`config.mk`:
```
export PLATFORM = sky130hd
export DESIGN_NAME = bpsk_symbol_modulator
export DESIGN_NICKNAME = d
export VERILOG_FILES = /design/src/rtl/bpsk_symbol_modulator.sv
export SDC_FILE = /design/constraint.sdc
export NUM_CORES = 1
export LEC_CHECK = 0
export ABC_AREA = 1
export CAP_MARGIN = 20
export CORE_MARGIN = 1
export CORE_UTILIZATION = 25
export DETAILED_ROUTE_END_ITERATION = 16
export HOLD_SLACK_MARGIN = 0.1
export SLEW_MARGIN = 0
export SYNTH_ARGS = -nofsm -noshare
export SYNTH_HDL_FRONTEND = slang
export SYNTH_SLANG_ARGS = --single-unit
```
`constraint.sdc`:
```
create_clock -name clk -period 2.75 [get_ports clk]
set_input_delay 0.4125 -clock clk [delete_from_list [all_inputs] [get_ports clk]]
set_output_delay 0.4125 -clock clk [all_outputs]
set_load 0.1 [all_outputs]
```
`src/rtl/bpsk_symbol_modulator.sv`:
```
// BPSK modulator: a sine table drives the carrier, and each accepted symbol either keeps it or inverts its sign.
// Every symbol starts at phase 0, so polarity flips only at zero crossings of the carrier.
module bpsk_symbol_modulator #(
    parameter int OUT_W       = 12,
    parameter int LUT_DEPTH   = 32,
    parameter int CYC_PER_SYM = 4,
    parameter int DIFF_EN     = 0
) (
    input  logic             clk,
    input  logic             rst,
    input  logic             en,
    input  logic             sym_valid,
    input  logic             sym_in,
    output logic             sym_ready,
    output logic [OUT_W-1:0] out,
    output logic             out_valid,
    output logic             underrun
);
    localparam int PW = $clog2(LUT_DEPTH);
    localparam int CW = (CYC_PER_SYM > 1) ? $clog2(CYC_PER_SYM) : 1;
    localparam logic [PW-1:0] PH_LAST  = PW'(LUT_DEPTH - 1);
    localparam logic [CW-1:0] CYC_LAST = CW'(CYC_PER_SYM - 1);

    // sin(pi*2m/LUT_DEPTH) in Q30, for m in 0..LUT_DEPTH/4, by Taylor series in integers
    function automatic longint sin_q30(input int m);
        longint x, term, sum;
        x    = (64'sd3373259426 * 2 * longint'(m)) / longint'(LUT_DEPTH);
        term = x;
        sum  = x;
        for (int n = 1; n <= 7; n++) begin
            term = -((((term * x) >>> 30) * x) >>> 30) / longint'((2 * n) * (2 * n + 1));
            sum  = sum + term;
        end
        return sum;
    endfunction

    // Quadrant folding keeps the series argument within [0, pi/2]
    function automatic logic signed [OUT_W-1:0] lut_val(input int k);
        int     q, r, m;
        longint amp, v;
        q   = k / (LUT_DEPTH / 4);
        r   = k % (LUT_DEPTH / 4);
        m   = (q % 2 == 1) ? (LUT_DEPTH / 4 - r) : r;
        amp = (longint'(1) <<< (OUT_W - 1)) - 1;
        v   = (amp * sin_q30(m) + (longint'(1) <<< 29)) >>> 30;
        if (q >= 2) v = -v;
        return v[OUT_W-1:0];
    endfunction

    logic signed [OUT_W-1:0] lut [LUT_DEPTH];
    for (genvar g = 0; g < LUT_DEPTH; g++) begin : g_lut
        localparam logic signed [OUT_W-1:0] LV = lut_val(g);
        assign lut[g] = LV;
    end

    typedef enum logic {IDLE, RUN} state_t;

    state_t                  state, state_n;
    logic [PW-1:0]           phase, phase_n;
    logic [CW-1:0]           cyc, cyc_n;
    logic                    bit_r, bit_n;
    logic                    prev_tx, prev_n;
    logic                    out_valid_n, underrun_n;
    logic [OUT_W-1:0]        out_n;
    logic signed [OUT_W-1:0] sample;
    logic                    last, accept, tx_bit;

    assign last      = (phase == PH_LAST) && (cyc == CYC_LAST);
    assign sym_ready = en && !rst && (state == IDLE || (state == RUN && last));
    assign accept    = sym_valid && sym_ready;
    assign tx_bit    = (DIFF_EN != 0) ? (sym_in ^ prev_tx) : sym_in;
    assign sample    = bit_r ? lut[phase] : -lut[phase];

    always_ff @(posedge clk) begin
        if (rst) begin
            state     <= IDLE;
            phase     <= '0;
            cyc       <= '0;
            bit_r     <= 1'b0;
            prev_tx   <= 1'b0;
            out       <= '0;
            out_valid <= 1'b0;
            underrun  <= 1'b0;
        end else begin
            state     <= state_n;
            phase     <= phase_n;
            cyc       <= cyc_n;
            bit_r     <= bit_n;
            prev_tx   <= prev_n;
            out       <= out_n;
            out_valid <= out_valid_n;
            underrun  <= underrun_n;
        end
    end

    always_comb begin
        state_n     = state;
        phase_n     = phase;
        cyc_n       = cyc;
        bit_n       = bit_r;
        prev_n      = prev_tx;
        out_n       = out;
        out_valid_n = out_valid;
        underrun_n  = underrun;
        if (en) begin
            underrun_n  = 1'b0;
            out_valid_n = (state == RUN);
            out_n       = (state == RUN) ? sample : '0;
            if (accept) begin
                state_n = RUN;
                phase_n = '0;
                cyc_n   = '0;
                bit_n   = tx_bit;
                prev_n  = tx_bit;
            end else if (state == RUN) begin
                if (last) begin
                    state_n    = IDLE;
                    underrun_n = 1'b1;
                end else begin
                    phase_n = phase + 1'b1;
                    if (phase == PH_LAST) cyc_n = cyc + 1'b1;
                end
            end
        end
    end
endmodule

```
Word-level counts from Yosys, hierarchy flattened
Memory sizes are Yosys's and may differ from the RTL's. Cells that the tools add are included.

Memories kept: 1. Memory bits (read-only): 384. Register bits: 23. Word-level logic and storage cells: 46. Output and inout bits: 15. Input bits: 5.

Memories: (no name shown) (depth 32, width 12, read ports 1, clocked after Yosys merged registers in 0, write ports 0, RTL line 72) `assign sample = bit_r ? lut[phase] : -lut[phase];`.

Equal/unequal tests: 3. Mux-type cells: 17. Reductions and logical operators: 12. Bitwise logic cells: 2. Add/sub/neg operators: 3. Magnitude comparators: 1.

Operators with widths (number): 12-bit 2-to-1 mux (4); 5-bit 2-to-1 mux (3); 12-bit negator (1); 2-bit 2-to-1 mux (4); 6-bit >= comparator (second input constant) (1); 1-bit 2-to-1 mux (6); 5-bit NOT with 6-bit output (1); 5-bit by 1-bit adder with 5-bit output (second input constant) (1); 5-bit equality test (second input constant) (1); 1-bit logical AND (5); 4-bit AND reduction (1); 2-bit nonzero test (2); 3-bit AND reduction (1); 2-bit by 1-bit adder with 2-bit output (second input constant) (1); 2-bit equality test (second input constant) (1); 2-bit by 1-bit != test with 1-bit output (second input constant) (1); 2-bit AND reduction (1); 1-bit logical NOT (1); 1-bit logical OR (1); 1-bit NOT (1).

Longest topological paths before layout
Depth after elaboration: 8. Gate-level depth with buffers: 16. Mapped depth without buffers: 16.

Worst setup path after synthesis
Ideal clock, no wire load.

Path kind: reg-to-reg. From: reg phase[0]. To: reg state. Cell stages (with the launch flop): 14. Setup slack: -0.588 ns. Path buffers: 0. Arrival: 3.282 ns. Period minus slack after synthesis: 3.338 ns. Setup time: 0.056 ns. Required time: 2.694 ns. Cells stage by stage: dfxtp_1 ha_1 nand2_2 nor2_1 ha_1 nand2_1 nand2_1 nand2_1 nor2_1 nand2_1 nand2_1 a21oi_1 or2_2 inv_1.

Cells in the longest elaborated chain, start to end: 7. Elaborated cells between the ends (all ways): 9. Those cells by class: eq/ne (1); mux (3); reduce/logical (5).

RTL lines: start: declaration (RTL line 59) `logic [PW-1:0] phase, phase_n;`; start signal: assignment (RTL line 86) `phase <= phase_n;`; 5-bit equality test (RTL line 68) `assign last = (phase == PH_LAST) && (cyc == CYC_LAST);`; 1-bit logical AND (RTL line 68); 1-bit logical AND (RTL line 69) `assign sym_ready = en && !rst && (state == IDLE || (state == RUN && last));`; 1-bit logical OR (RTL line 69); 1-bit logical AND (RTL line 69); via sym_ready (RTL line 14) `output logic sym_ready,`; 1-bit logical AND (RTL line 70) `assign accept = sym_valid && sym_ready;`; 1-bit 2-to-1 mux (RTL line 109) `if (accept) begin`; end signal: assignment (RTL line 85) `state <= state_n;`; end: declaration (RTL line 58) `state_t state, state_n;`.

The timed path passes the listed nets, and every way through them passes these cells. A chain may end at the register's enable or synchronous reset.

Worst setup path in the final report
From: reg phase[1]. To: reg out[8].

Cells in the longest elaborated chain, start to end: 7.

RTL lines: 5-bit NOT with 6-bit output (not written as such) * (RTL line 72); memory 32 x 12 bit *; 12-bit 2-to-1 mux (not written as such) * (2 in a row) (RTL line 72); 12-bit negator (RTL line 72); 12-bit 2-to-1 mux * (RTL line 72); 12-bit 2-to-1 mux * (RTL line 108) `out_n = (state == RUN) ? sample : '0;`; end signal: assignment (RTL line 90) `out <= out_n;`; end: declaration (RTL line 15) `output logic [OUT_W-1:0] out,`.

Mark *: on every way between the ends. The rest lies on a longest branch, timed or not. The select of a mux whose other input is x is not followed.

==> metrics.txt <==
multiplexer area fraction after synthesis=0%; Clock Power Share=between 20% and 30%; antenna violations before repair=0; ys flop type=dfxtp_1; Net Sw Frac=around two fifths; Hold Crit Class=register to register; std cell rows=32; GRT overflow=0; post-synthesis compound-gate area fraction=12.16%; Die Ht=92.96 µm; number of global-route vias before repair=~1900; Post-Syn Nets=approximately 340; status=complete, no violations; Startpoint Class=register; actual slew at the worst max-slew pin=about 0.46 ns; DIE AREA=around 0.0086 mm²; worst endpoint required time=about 3 ns; Synth top area share=about 22%; nets=359; Syn Std Cell Area=about 0.0021 mm²; total track usage=approximately 12%; PD cells=379.3 mW/mm²; top cells by count, synth=nand2_1, nand3_1, inv_1; DRT iter0 DRCs=about 110; I/O Pins=20; Final Setup Violations=0; CP Capture Point=out[8]; CTS sink count=23; fin crit period=between 2 and 2.5 ns; layout cell share with drive strength beyond 1=approximately a fifth; Pint=between 500 and 600 µW; MaxCap Viol Count=0; cell taking the most area after synthesis=dfxtp_1; R2R setup slack=around 0.26 ns; Leak Pwr=0.001176 µW; sw power=between 300 and 400 µW; peak supply drop=slightly below 0.2 mV; drt pass-1 iters=4; simple-gate share of the synthesized area=44.65%; H-tree Lvls=1; crit path kind=register to register; final hold viol count=0; sequential power share=between 30% and 40%; P&R area growth vs syn=15.49%; CTS Buffer Depth=2; largest family of logic cells by synthesized area=simple AND/OR/NAND/NOR gates; first-pass GRT wire length=approximately 8.7 mm; max_slew headroom=69.49%; power share of the combinational group=between 30% and 40%; final worst clock skew=roughly 0.013 ns; worst reg2reg endpoint=out[8]; Post-Synthesis Cells=approximately 320; DR DRC count=0; placed instance count=between 400 and 500; Critical Path Start=phase[1]; final cell count without fillers=439; fin crit share=approximately nine tenths; clk root buf=clkbuf_8; Seq/Total Area, Yosys=22.26%; wire per inst=~11 µm; Synth Area in XOR/XNOR=less than 1%; crit-path max FO=8; Arr. time, crit path=between 2 and 3 ns; Initial Util=a little over a quarter; filler cell count=898; CTS tree=yes; port bufs=19; share of flip-flops with an asynchronous set or reset=0%; register bit count reported by yosys=23; vias post-DR=~2000; Routed Wire Length=slightly below 5 mm; syn_area_per_cell=between 6 and 7 µm²; HPWL after DPL=around 3.8 mm; Netlist cell types=33; Placeable Area=~0.0078 mm²; f_max=~0.4 GHz; worst reg2reg path depth=16; largest net degree at the start of global routing=22; Reg clk slew, reported paths=0.10 ns; # hold bufs at CTS=0; worst skew pair latency=roughly 0.28 ns; top-count cell post-synth=nand2_1; Antenna Cells=0; post-route antenna net violation count=0; RSZ-0062 raised after global routing=no; Critical R2R Launch=phase[1]; Max Transition Viols Final=0; post-DR vias/cell=roughly 4.6; critical path endpoint category=register; Warnings, synthesis=0; cts bufs inserted=3; Post-synth EDFFs=0; Synth area leaders=dfxtp_1, nand2_1, nand3_1, ha_1, inv_1; chip width=between 90 and 100 µm; post-synthesis adder-cell area fraction=9.679%; setup TNS=0 ns; gp weighted congestion=0.8458
## per-layer routing
metal	vias to the layer above	GRT usage (%)	share of wire (%)
met3	2	2.053	2.6
met5	-	0	0
met4	0	1.282	0.29
li1	1072	-	-
met1	935	16.09	50
met2	25	21.45	47
## state kept, by name, summed over array words and instances, names as in the netlist
register	count
state	1
cyc	2
out	12
underrun	1
out_valid	1
bit_r	1
phase	5
## stage by stage
| stage | hold slack, ns | total power, µW | cell area (µm²) | worst slack (ns) | util [%] |
|---|---|---|---|---|---|
| floorplan | 0.4480 | 619.9 | 2076 | 0.2738 | - |
| global placement | 0.4533 | 678.0 | 2311 | 0.2804 | 29.45 |
| detailed placement | 0.4564 | 682.1 | 2311 | 0.1468 | 29.45 |
| CTS | 0.4710 | 906.4 | 2360 | 0.1075 | 30.07 |
| global route | 0.4948 | 971.3 | 2389 | 0.02285 | 30.44 |
| finish | 0.4701 | 906.0 | 2389 | 0.2617 | 30.44 |
## worst min-delay path by stage
stage | from | to | slack, ns | cells past startpoint
2_1_floorplan | cyc[1] | cyc[1] | 0.45 | 2
3_3_place_gp | out_valid | out_valid | 0.45 | 2
3_5_place_dp | out[0] | out[0] | 0.46 | 2
4_1_cts | out[2] | out[2] | 0.47 | 2
5_1_grt | out[8] | out[8] | 0.49 | 2
6_report | out[0] | out[0] | 0.47 | 2
## logic make-up after synthesis
| group | count (synthesis) |
|---|---|
| fa+ha+maj | 16 |
| compound gates | 39 |
| flops | 23 |
| buf+inv | 43 |
| simple gates | 195 |
| xor+xnor | 2 |
## cell usage in the layout (no fill, tap or decap), types with 3 or more instances in the layout
cell | synthesis | final
a211oi_1 | 3 | 3
a21oi_1 | 15 | 15
buf_4 | 2 | 23
clkbuf_8 | 0 | 3
clkdlybuf4s50_1 | 0 | 4
dfxtp_1 | 23 | 21
ha_1 | 16 | 16
inv_1 | 27 | 26
inv_2 | 3 | 3
nand2_1 | 105 | 105
nand2_2 | 9 | 9
nand2_4 | 5 | 5
nand3_1 | 44 | 44
nand3_2 | 8 | 8
nor2_1 | 17 | 16
nor2_4 | 2 | 3
o211ai_1 | 3 | 3
o21ai_0 | 6 | 6
o21ai_1 | 3 | 3
or2_2 | 3 | 3
## critical path, cell delays in order (launching register included)
cell and delay, ns:
dfxtp_2 0.46, clkinvlp_4 0.17, ha_1 0.36, inv_1 0.07, nand2_1 0.08, nand3_1 0.13, nand2_1 0.06, nand2_1 0.08
nand2_1 0.06, inv_1 0.09, ha_1 0.21, nand3_2 0.13, o21ai_4 0.19, nand2_1 0.07, nand2_1 0.06, nand3_1 0.06
a21oi_1 0.14
## power by group through the flow
stage	combinational (µW)	clock (µW)	sequential, µW
2_1_floorplan	230	0	390
3_3_place_gp	322	0	356
3_5_place_dp	326	0	356
4_1_cts	327	231	349
5_1_grt	371	250	350
6_report	329	228	349
## final cells by class
type                            instances  area (µm²)  area share (%)
Clock inverter                          1       7.507          0.3143
Multi-Input combinational cell        252        1400           58.62
Timing Repair Buffer                   28       232.7           9.743
Sequential cell                        23       462.9           19.38
Clock buffer                            3       41.29           1.729
Inverter                               30       116.4           4.872
Tap cell                              102       127.6           5.343
## what timing repair did
action / 4_1_cts / 5_1_grt
resized for setup: 0 / 3
setup endpoints to repair: 0 / 5
buffers inserted: 0 / 3
No activity file was read; power rests on OpenSTA's default activity.
